<file path="src/rtl/rgb_pwm_driver.sv">
// rgb_pwm_driver: frame-synchronous 8-bit PWM for one tri-colour LED.
// Define RGB_PWM_FADE_EN to ramp duties by one LSB per frame instead of jumping.
module rgb_pwm_driver #(
    parameter int PWM_DIV         = 4,
    parameter bit LED_ACTIVE_HIGH = 1'b1
) (
    input  logic       clk,
    input  logic       reset,
    input  logic       enable,
    input  logic [7:0] fft_red,
    input  logic [7:0] fft_green,
    input  logic [7:0] fft_blue,
    output logic       rgb_r,
    output logic       rgb_g,
    output logic       rgb_b,
    output logic       frame_start,
    output logic       settled
);
    localparam int   PW      = PWM_DIV > 1 ? $clog2(PWM_DIV) : 1;
    localparam logic OFF_LVL = !LED_ACTIVE_HIGH;
    typedef enum logic [1:0] {ST_OFF, ST_LOAD, ST_RUN} state_t;
    state_t        state_q;
    logic [PW-1:0] pre_cnt_q;
    logic [7:0]    pwm_cnt_q, duty_r_q, duty_g_q, duty_b_q;
    logic [7:0]    duty_r_d, duty_g_d, duty_b_d;
    logic          rgb_r_q, rgb_g_q, rgb_b_q, frame_start_q, settled_q;
    logic          tick, frame_end;
    assign tick      = pre_cnt_q == PW'(PWM_DIV - 1);
    assign frame_end = tick && pwm_cnt_q == 8'd254;
    always_comb begin
`ifdef RGB_PWM_FADE_EN
        duty_r_d = duty_r_q < fft_red   ? duty_r_q + 8'd1 : duty_r_q > fft_red   ? duty_r_q - 8'd1 : duty_r_q;
        duty_g_d = duty_g_q < fft_green ? duty_g_q + 8'd1 : duty_g_q > fft_green ? duty_g_q - 8'd1 : duty_g_q;
        duty_b_d = duty_b_q < fft_blue  ? duty_b_q + 8'd1 : duty_b_q > fft_blue  ? duty_b_q - 8'd1 : duty_b_q;
`else
        duty_r_d = fft_red;
        duty_g_d = fft_green;
        duty_b_d = fft_blue;
`endif
    end
    always_ff @(posedge clk) begin
        if (!reset) begin
            state_q       <= ST_OFF;
            pre_cnt_q     <= '0;
            pwm_cnt_q     <= 8'd0;
            duty_r_q      <= 8'd0;
            duty_g_q      <= 8'd0;
            duty_b_q      <= 8'd0;
            rgb_r_q       <= OFF_LVL;
            rgb_g_q       <= OFF_LVL;
            rgb_b_q       <= OFF_LVL;
            frame_start_q <= 1'b0;
            settled_q     <= 1'b1;
        end else begin
            settled_q     <= duty_r_q == fft_red && duty_g_q == fft_green && duty_b_q == fft_blue;
            frame_start_q <= 1'b0;
            rgb_r_q       <= OFF_LVL;
            rgb_g_q       <= OFF_LVL;
            rgb_b_q       <= OFF_LVL;
            case (state_q)
                ST_OFF: begin
                    pre_cnt_q <= '0;
                    pwm_cnt_q <= 8'd0;
                    if (enable) state_q <= ST_LOAD;
                end
                // LOAD behaves like a frame-end tick so the first frame is aligned like all others
                ST_LOAD: begin
                    pre_cnt_q <= '0;
                    pwm_cnt_q <= 8'd0;
                    if (!enable) state_q <= ST_OFF;
                    else begin
                        duty_r_q      <= duty_r_d;
                        duty_g_q      <= duty_g_d;
                        duty_b_q      <= duty_b_d;
                        frame_start_q <= 1'b1;
                        state_q       <= ST_RUN;
                    end
                end
                ST_RUN: begin
                    if (!enable) begin
                        state_q   <= ST_OFF;
                        pre_cnt_q <= '0;
                        pwm_cnt_q <= 8'd0;
                    end else begin
                        rgb_r_q   <= (pwm_cnt_q < duty_r_q) ^ OFF_LVL;
                        rgb_g_q   <= (pwm_cnt_q < duty_g_q) ^ OFF_LVL;
                        rgb_b_q   <= (pwm_cnt_q < duty_b_q) ^ OFF_LVL;
                        pre_cnt_q <= tick ? '0 : pre_cnt_q + 1'b1;
                        if (tick) pwm_cnt_q <= frame_end ? 8'd0 : pwm_cnt_q + 8'd1;
                        if (frame_end) begin
                            duty_r_q      <= duty_r_d;
                            duty_g_q      <= duty_g_d;
                            duty_b_q      <= duty_b_d;
                            frame_start_q <= 1'b1;
                        end
                    end
                end
                default: state_q <= ST_OFF;
            endcase
        end
    end
    assign rgb_r       = rgb_r_q;
    assign rgb_g       = rgb_g_q;
    assign rgb_b       = rgb_b_q;
    assign frame_start = frame_start_q;
    assign settled     = settled_q;
endmodule
</file>
<file path="config.mk">
export PLATFORM = sky130hd
export DESIGN_NAME = rgb_pwm_driver
export DESIGN_NICKNAME = d
export VERILOG_FILES = /design/src/rtl/rgb_pwm_driver.sv
export SDC_FILE = /design/constraint.sdc
export NUM_CORES = 1
export LEC_CHECK = 0
export BUFFER_PORTS_ARGS = -buffer_cell sky130_fd_sc_hd__clkbuf_2
export CAP_MARGIN = 5
export CORE_MARGIN = 2
export CORE_UTILIZATION = 60
export DETAILED_ROUTE_END_ITERATION = 7
export PLACE_DENSITY = 0.82
export REMOVE_ABC_BUFFERS = 1
export SETUP_SLACK_MARGIN = 0.05
export SLEW_MARGIN = 5
export SYNTH_ARGS = -nofsm -noshare
export SYNTH_HDL_FRONTEND = slang
export SYNTH_SLANG_ARGS = --single-unit
</file>
<file path="constraint.sdc">
create_clock -name clk -period 4.5 [get_ports clk]
set_clock_uncertainty 0.15 [all_clocks]
set_input_delay 0.45 -clock clk [delete_from_list [all_inputs] [get_ports clk]]
set_output_delay 0.45 -clock clk [all_outputs]
set_load 0.005 [all_outputs]
</file>
==> results of run 1 <==
==> worst min-delay path: stages <==
cell	delay, ps
clkbuf_2	90
nand3_1	50
o21ai_0	60
==> registers in the layout, summed over array words and instances (netlist names) <==
name	cells
duty_g_q	8
frame_start	1
settled	1
pre_cnt_q	2
duty_b_q	8
rgb_g	1
rgb_b	1
pwm_cnt_q	8
state_q	2
rgb_r	1
duty_r_q	8
==> cell type report <==
cell class | count | area [sq um] | area share (%)
Multi-Input combinational cell | 213 | 1440 | 53.9
Clock inverter | 2 | 10.0 | 0.375
Inverter | 27 | 101 | 3.80
Timing Repair Buffer | 32 | 163 | 6.10
Sequential cell | 41 | 821 | 30.8
Clock buffer | 6 | 72.6 | 2.72
Tap cell | 50 | 62.6 | 2.35
==> path summary, 6_finish.rpt <==
| path | from | to | slack, ps | cells past startpoint |
|---|---|---|---|---|
| max | pwm_cnt_q[1] | duty_b_q[5] | 2430 | 6 |
| min | fft_green[3] | duty_g_q[3] | 250 | 3 |
| max reg2reg | pwm_cnt_q[1] | duty_b_q[5] | 2430 | 6 |
| min reg2reg | duty_b_q[6] | duty_b_q[6] | 330 | 2 |
==> metal layers <==
metal | share of wire [%] | vias up
li1 | - | 1062
met5 | 0 | -
met4 | 1.2 | 0
met1 | 49 | 918
met2 | 46 | 46
met3 | 4.2 | 6
==> power groups by stage <==
stage,clock network (mW),logic (mW),registers [mW]
2_1_floorplan,0,0.0711,0.396
3_3_place_gp,0,0.109,0.399
3_5_place_dp,0,0.111,0.400
4_1_cts,0.230,0.112,0.391
5_1_grt,0.247,0.128,0.393
6_report,0.225,0.112,0.391
==> synthesized netlist by cell type, types with 7 or more instances <==
cell type / number / area share, %
a21oi_1: 7 / 1.4
inv_1: 27 / 4.1
nand4_1: 13 / 3.3
nand2_1: 29 / 4.4
o21ai_0: 32 / 6.5
dfxtp_1: 41 / 34
nor2_1: 15 / 2.3
ha_1: 28 / 14
nand3_1: 26 / 5.3
xor2_1: 21 / 7.5
xnor2_1: 9 / 3.2
nor4_1: 8 / 2.0
==> logic make-up (layout without fill, tap and decap cells) <==
family	count (synthesis)	after routing	synth area share, %
XOR/XNOR	30	30	10.7
flip-flops	41	41	33.5
buffers and inverters	39	67	8.18
AND/OR/NAND/NOR	102	102	20.8
AO/OA/AOI/OAI	53	53	12.4
adder cells (fa/ha/maj)	28	28	14.3
==> flow_metrics.py, run 1 <==
metrics = {
    "power_and_ir_drop": {
        "pwr-share-comb_pct": 15.4,
        "power_density_nw_per_um2": 273,
        "sw_frac_of_total_pct": 26.9,
        "power_uw": 728,
        "internal_power_uw": 533,
        "ir_drop_mv": 0.230,
        "p_leak_nw": 1.10,
        "p_switching_uw": 196,
        "p_seq_share_pct": 53.7,
        "pwr-share-clk_pct": 30.9,
    },
    "synthesis": {
        "syn_inst": 293,
        "ys.warnings.count": 0,
        "synth-seq-cells": 41,
        "synthArstFlopShare_pct": 0,
        "synth.cell_area_sq_um": 2450,
        "synth_edf_count": 0,
        "yosysUniqueCellTypes": 34,
        "postSynthAreaPerCell_sq_um": 8.36,
        "synthFlopType": "dfxtp_1",
        "ys_seq_area_share_pct": 33.5,
    },
    "timing": {
        "setup_viol": 0,
        "hold-worst-slack_ps": 252,
        "post-route-period-util_pct": 45.9,
        "hold_viol": 0,
        "rsz0062_at_grt": "no",
        "drv_slew": 0,
        "tightest_slew_ps": 999,
        "fin_setup_tns_ps": 0,
        "layout_setup_ws_ps": 2430,
        "fmaxAchievable_ghz": 0.484,
        "period_minus_slack_ps": 2070,
        "maxSlewHeadroom_pct": 33.4,
    },
    "setup_path": {
        "path_cells": "ha_1 -> nand4_1 -> o31ai_4 -> buf_4 -> nand3_1 -> o21ai_1",
        "cp.arrival_ps": 2130,
        "crit_required_ps": 4560,
        "critPathLaunchType": "register",
        "cpMaxStageDelayCell": "dfxtp_1",
        "cp.buffers_inverters": 1,
        "crit_fanout": 48,
        "critPathKind": "reg2reg",
        "worst_path_dominant_cell_family": "flip-flops",
        "setup.worst_path.end_class": "register",
        "critical-path-max-stage-delay_ps": 520,
    },
    "clock_network": {
        "cts_root_buf": "clkbuf_8",
        "postCtsHoldBufs": 0,
        "cts_resized": 0,
        "clk_latency_ps": 280,
        "post_cts_buffers": 0,
        "tritoncts": "done",
        "clk_pin_slew_ps": 80,
        "htree_levels": 2,
        "clk_path_buf_depth": 2,
        "clkSinkCount": 41,
        "numCtsBuffers": 5,
    },
    "placed_design": {
        "place.gp.congestion": 0.820,
        "dp.cells": 363,
        "place_ws_ps": 2380,
        "io_buffers": 31,
        "dpl_cell_area_sq_um": 2580,
        "dp_hpwl_mm": 3.57,
    },
    "global_route": {
        "grt-busiest-layer": "met2",
        "grt_max_degree": 57,
        "grt.overflow.total": 0,
        "met1_usage_pct": 29.5,
        "grt_usage_pct": 22.5,
        "grt_use_met3_pct": 4.11,
        "gr-usage-met2_pct": 37.9,
        "grt_pass1_vias": 1839,
        "grt_pass1_wl_mm": 7.89,
        "antenna_found_initial": 0,
    },
    "drt": {
        "first_pass_iters": 5,
        "ant_nets": 0,
        "drtIter0Drc": 91,
        "vias_per_cell": 5.48,
        "avgRoutedWirePerCell_microns": 12.7,
        "drc": 0,
        "dr_total_vias": 2032,
        "wirelength_mm": 4.73,
    },
    "die": {
        "initial_utilization_pct": 61.7,
        "coreArea_sq_um": 3970,
        "die_y_microns": 67.9,
        "dieArea_sq_um": 4610,
        "chipWidth_microns": 67.9,
        "rows": 23,
        "ios": 32,
    },
    "min_path": {
        "hold_path.class": "in2reg",
    },
    "finish": {
        "fin_cells": 371,
        "nets": 375,
        "drive_above_1_share_pct": 14.3,
        "final_common_cell": "dfxtp_1",
        "stdcell_area_sq_um": 2670,
        "filler_cell_count": 341,
        "n_antenna_cell": 0,
        "area_growth_pct": 8.89,
        "fin_util_pct": 67.1,
        "final_cell_mix": "dfxtp_1, o21ai_0, clkbuf_2",
    },
    "status": {
        "status": "completed",
    },
    "job": {
        "max_cap_violations": 0,
    },
}
Power figures use the tool's default switching activity.
==> inputs of run 2 (changes only) <==
--- a/config.mk
+++ b/config.mk
@@ -5,12 +5,13 @@
 export SDC_FILE = /design/constraint.sdc
 export NUM_CORES = 1
 export LEC_CHECK = 0
+export ABC_AREA = 1
 export BUFFER_PORTS_ARGS = -buffer_cell sky130_fd_sc_hd__clkbuf_2
 export CAP_MARGIN = 5
 export CORE_MARGIN = 2
-export CORE_UTILIZATION = 60
+export CORE_UTILIZATION = 58
 export DETAILED_ROUTE_END_ITERATION = 7
-export PLACE_DENSITY = 0.82
+export PLACE_DENSITY = 0.8
 export REMOVE_ABC_BUFFERS = 1
 export SETUP_SLACK_MARGIN = 0.05
 export SLEW_MARGIN = 5
==> constraint.sdc (replaced) <==
create_clock -name clk -period 2.2 [get_ports clk]
set_clock_uncertainty 0.15 [all_clocks]
set_input_delay 0.22 -clock clk [delete_from_list [all_inputs] [get_ports clk]]
set_output_delay 0.22 -clock clk [all_outputs]
set_load 0.005 [all_outputs]
==> flow_metrics.py, run 2 <==
metrics = {
    "drt": {
        "drtIter0Drc": 126,
        "vias_per_cell": 4.83,
        "first_pass_iters": 4,
        "wirelength_mm": 5.45,
        "avgRoutedWirePerCell_microns": 11.0,
        "ant_nets": 0,
        "dr_total_vias": 2391,
        "drc": 0,
    },
    "setup_path": {
        "cp.arrival_ps": 1800,
        "ff2ff_path_depth": 8,
        "critical-path-max-stage-delay_ps": 470,
        "critPathKind": "reg2reg",
        "crit_fanout": 25,
        "critPathLaunchType": "register",
        "path_cells": "ha_1 -> nand2_1 -> inv_1 -> nand4_4 -> nand2_4 -> inv_6 -> nor2_1 -> nor2_1",
        "crit_path_frequent_cell": "nor2_1",
        "cpMaxStageDelayCell": "dfxtp_1",
        "setup.worst_path.end_class": "register",
        "crit_required_ps": 2240,
    },
    "clock_network": {
        "clkSinkCount": 41,
        "cts_resized": 0,
        "post_cts_buffers": 0,
        "numCtsBuffers": 5,
        "clk_path_buf_depth": 2,
        "htree_levels": 2,
        "clk_latency_ps": 300,
        "clk_pin_slew_ps": 90,
        "tritoncts": "done",
        "postCtsHoldBufs": 0,
        "cts_root_buf": "clkbuf_8",
    },
    "timing": {
        "post-route-period-util_pct": 80.0,
        "hold-worst-slack_ps": 21.1,
        "fin_setup_tns_ps": 0,
        "period_minus_slack_ps": 1760,
        "hold_viol": 0,
        "drv_slew": 0,
        "setup_viol": 0,
        "maxSlewHeadroom_pct": 79.7,
        "rsz0062_at_grt": "no",
        "fmaxAchievable_ghz": 0.568,
        "tightest_slew_ps": 305,
    },
    "min_path": {
        "hold_path.class": "in2reg",
        "hold_depth": 3,
    },
    "die": {
        "die_y_microns": 71.8,
        "ios": 32,
        "initial_utilization_pct": 60.8,
        "coreArea_sq_um": 4380,
        "chipWidth_microns": 71.8,
        "dieArea_sq_um": 5160,
        "rows": 24,
    },
    "global_route": {
        "grt_usage_pct": 22.8,
        "antenna_found_initial": 0,
        "grt.overflow.total": 0,
        "grt_pass1_vias": 2190,
        "grt_pass1_wl_mm": 9.27,
        "grt_max_degree": 33,
    },
    "placed_design": {
        "place.gp.congestion": 0.754,
        "dp.cells": 487,
        "dp_hpwl_mm": 4.13,
        "io_buffers": 31,
    },
    "power_and_ir_drop": {
        "ir_drop_mv": 0.528,
        "power_density_nw_per_um2": 597,
        "p_leak_nw": 1.53,
    },
    "synthesis": {
        "synthArstFlopShare_pct": 0,
        "yosysUniqueCellTypes": 27,
        "synthTopCellsByCount": "nand2_1, nor2_1, inv_1, dfxtp_1",
        "yosys.cell_count.top_type": "nand2_1",
        "syn_inst": 408,
        "synth.cell_area_sq_um": 2670,
        "synthFlopType": "dfxtp_1",
        "postSynthAreaPerCell_sq_um": 6.54,
        "ys.warnings.count": 0,
        "ys_seq_area_share_pct": 30.8,
        "yosys.area.top_type": "dfxtp_1",
        "synth-seq-cells": 41,
        "synth_edf_count": 0,
        "synth_top_area_share_pct": 30.8,
        "synth_area_leaders": "dfxtp_1, nand2_1, ha_1",
    },
    "finish": {
        "final_cell_mix": "nand2_1, nor2_1, inv_1",
        "drive_above_1_share_pct": 12.6,
        "area_growth_pct": 11.0,
        "final_common_cell": "nand2_1",
        "fin_cells": 495,
        "filler_cell_count": 389,
        "nets": 497,
        "n_antenna_cell": 0,
    },
    "job": {
        "max_cap_violations": 0,
    },
    "status": {
        "status": "completed",
    },
}
-- run 2: cell types whose count changed after synthesis, moves of 8 or more --
cell	before	now
inv_1	27	65
nand3_1	26	9
a21oi_1	7	18
nand2_1	29	106
xor2_1	21	4
nor4_1	8	0
xnor2_1	9	1
nor2_1	15	77
nand4_1	13	0
-- run 2: worst paths after layout --
kind | start | end | slack [ps]
max | pwm_cnt_q[1] | duty_r_q[0] | 440
min | fft_green[7] | duty_g_q[7] | 20
max reg2reg | pwm_cnt_q[1] | duty_r_q[0] | 440
min reg2reg | state_q[0] | state_q[0] | 390
-- run 2: cell type report --
cell class / count / area, sq um / area share [%]
Inverter: 67 / 256 / 8.66
Sequential cell: 41 / 821 / 27.7
Tap cell: 52 / 65.1 / 2.20
Clock buffer: 7 / 86.3 / 2.92
Multi-Input combinational cell: 293 / 1530 / 51.5
Clock inverter: 1 / 30.0 / 1.01
Timing Repair Buffer: 34 / 178 / 6.00
-- run 2: critical path: cells and delay by family (launching register included) --
family / cells / cell delay, ps
and+or+nand+nor: 5 / 580
adders and majority gates: 1 / 200
DFF: 1 / 470
buffers and inverters: 2 / 240
-- run 2: routing by layer --
metal	routed length (microns)	GRT usage, %
met1	2640	29.4
met2	2550	38.8
met3	211	3.38
met4	49	7.76
met5	0	0
-- run 2: kinds of logic after synthesis --
group | count (synthesis) | share of synthesized area (%)
AND/OR/NAND/NOR | 206 | 31.8
AO/OA/AOI/OAI | 54 | 10.6
XOR/XNOR | 5 | 1.64
flip-flops | 41 | 30.8
adder cells (fa/ha/maj) | 28 | 13.1
buffers and inverters | 74 | 12.1
-- run 2: power breakdown --
group,switching (mW),internal (mW),total (mW)
registers,0.0315,0.783,0.815
logic,0.198,0.116,0.314
clock network,0.269,0.370,0.639
total,0.499,1.27,1.77
-- run 2: through the flow --
stage / total power [mW] / util, % / worst slack (ps) / area, sq um
final: 1.77 / 67.6 / 439 / 2960
after global routing: 1.85 / 67.6 / 237 / 2960
after CTS: 1.78 / 67.6 / 417 / 2960
after detailed placement: 1.14 / 64.9 / 424 / 2850
after global placement: 1.13 / 64.9 / 461 / 2850
after floorplan: 1.04 / - / 692 / 2600
==> inputs of run 3 (changes only) <==
--- a/config.mk
+++ b/config.mk
@@ -9,9 +9,9 @@
 export BUFFER_PORTS_ARGS = -buffer_cell sky130_fd_sc_hd__clkbuf_2
 export CAP_MARGIN = 5
 export CORE_MARGIN = 2
-export CORE_UTILIZATION = 58
+export CORE_UTILIZATION = 53
 export DETAILED_ROUTE_END_ITERATION = 7
-export PLACE_DENSITY = 0.8
+export PLACE_DENSITY = 0.77
 export REMOVE_ABC_BUFFERS = 1
 export SETUP_SLACK_MARGIN = 0.05
 export SLEW_MARGIN = 5
==> constraint.sdc (replaced) <==
create_clock -name clk -period 1.57 [get_ports clk]
set_clock_uncertainty 0.15 [all_clocks]
set_input_delay 0.157 -clock clk [delete_from_list [all_inputs] [get_ports clk]]
set_output_delay 0.157 -clock clk [all_outputs]
set_load 0.005 [all_outputs]
==> flow_metrics.py, run 3 (synthesis gave the netlist of run 2 again) <==
metrics = {
    "status": {
        "status": "finished, violations left",
        "violations": "setup timing",
    },
    "drt": {
        "avgRoutedWirePerCell_microns": 12.4,
        "dr_total_vias": 2704,
        "first_pass_iters": 4,
        "ant_nets": 0,
        "vias_per_cell": 4.87,
        "drc": 0,
        "wirelength_mm": 6.89,
        "drtIter0Drc": 157,
    },
    "die": {
        "rows": 25,
        "chipWidth_microns": 74.9,
        "coreArea_sq_um": 4790,
        "dieArea_sq_um": 5620,
        "die_y_microns": 74.9,
        "initial_utilization_pct": 55.7,
        "ios": 32,
    },
    "setup_path": {
        "setup.worst_path.end_class": "register",
        "critical-path-max-stage-delay_ps": 370,
        "crit_fanout": 24,
        "reg2reg_slack_ps": -20,
        "cp.arrival_ps": 1650,
        "cpMaxStageDelayCell": "dfxtp_4",
        "critPathKind": "reg2reg",
        "path_cells": "inv_4 -> ha_4 -> nand2_4 -> inv_4 -> nand4_4 -> nand2_8 -> inv_8 -> nor2_1 -> nor2_1",
        "cp.buffers_inverters": 3,
        "crit_required_ps": 1630,
        "critPathLaunchType": "register",
        "worst_path_dominant_cell_family": "simple AND/OR/NAND/NOR gates",
    },
    "placed_design": {
        "dpl_cell_area_sq_um": 3000,
        "dp_hpwl_mm": 4.53,
        "place.gp.congestion": 0.785,
        "io_buffers": 31,
    },
    "global_route": {
        "grt_pass1_vias": 2507,
        "antenna_found_initial": 0,
        "grt.overflow.total": 0,
        "grt_max_degree": 33,
        "grt_pass1_wl_mm": 10.9,
        "grt_usage_pct": 25.8,
    },
    "finish": {
        "nets": 542,
        "fin_util_pct": 75.5,
        "stdcell_area_sq_um": 3610,
        "final_common_cell": "nand2_1",
        "filler_cell_count": 365,
        "area_growth_pct": 35.5,
        "drive_above_1_share_pct": 23.2,
        "final_cell_mix": "nand2_1, nor2_1, inv_1",
        "n_antenna_cell": 0,
    },
    "clock_network": {
        "tritoncts": "done",
        "htree_levels": 2,
        "clkSinkCount": 41,
        "clk_path_buf_depth": 2,
        "clk_pin_slew_ps": 90,
        "numCtsBuffers": 5,
        "clk_latency_ps": 310,
        "cts_root_buf": "clkbuf_8",
    },
    "timing": {
        "tightest_slew_ps": 381,
        "hold_viol": 0,
        "setup_viol": 1,
        "fin_setup_tns_ps": -22.1,
        "period_minus_slack_ps": 1590,
        "post-route-period-util_pct": 101,
        "layout_setup_ws_ps": -22.1,
        "drv_slew": 0,
        "rsz0062_at_grt": "yes",
        "hold-worst-slack_ps": 51.4,
        "maxSlewHeadroom_pct": 74.6,
        "fmaxAchievable_ghz": 0.628,
    },
    "power_and_ir_drop": {
        "power_density_nw_per_um2": 741,
        "ir_drop_mv": 0.491,
        "power_mw": 2.68,
        "p_leak_nw": 1.77,
    },
    "min_path": {
        "hold_path.class": "in2reg",
    },
    "job": {
        "max_cap_violations": 0,
    },
}
==> run 3: path summary, 6_finish.rpt <==
kind	startpoint	end	cells past startpoint
max	state_q[0]	duty_b_q[2]	9
min	enable	frame_start	3
max reg2reg	state_q[0]	duty_b_q[2]	9
min reg2reg	duty_g_q[2]	duty_g_q[2]	2
==> run 3: worst min-delay path: cells and delay by family <==
family	cells	cell delay (ps)
compound gates	1	60
buf+inv	1	160
simple gates	1	90
==> run 3: layout make-up <==
class,count,area [sq um],area share (%)
multi-input cells,294,1710,47.4
flip-flops and latches,41,830,22.9
repair buffers,78,604,16.7
inverters,67,269,7.44
well taps,67,83.8,2.32
clock buffers,5,68.8,1.90
clock inverters,3,46.3,1.28
==> run 3: metal layers <==
layer  vias to the layer above  routed length, microns  GRT usage [%]
li1                       1420                       -              -
met1                      1217                    3020           29.0
met2                        51                    3460           48.2
met3                        16                     270           5.76
met4                         0                     138           7.54
met5                         -                       0              0
==> run 3: through the flow <==
step / setup WS [ps] / std cells
global placement: -75.1 / 519
floorplan: 62.1 / 401
global route: -86.6 / 555
detailed placement: -138 / 519
CTS: 34.7 / 554
finish: -22.1 / 555
==> run 3: repair_timing <==
action,4_1_cts,5_1_grt
endpoints found under the setup margin,32,33
gates resized for setup,25,50
cloned,1,1
setup buffers,1,0
hold buffers,25,0
endpoints found under the hold margin,25,0
pin swaps,7,12
==> run 3: power breakdown <==
group	total (mW)	internal, mW	leakage [nW]	switching, mW
sequential	1.15	1.10	0.336	0.0485
clock	0.885	0.476	0.0543	0.409
combinational	0.648	0.279	1.38	0.369
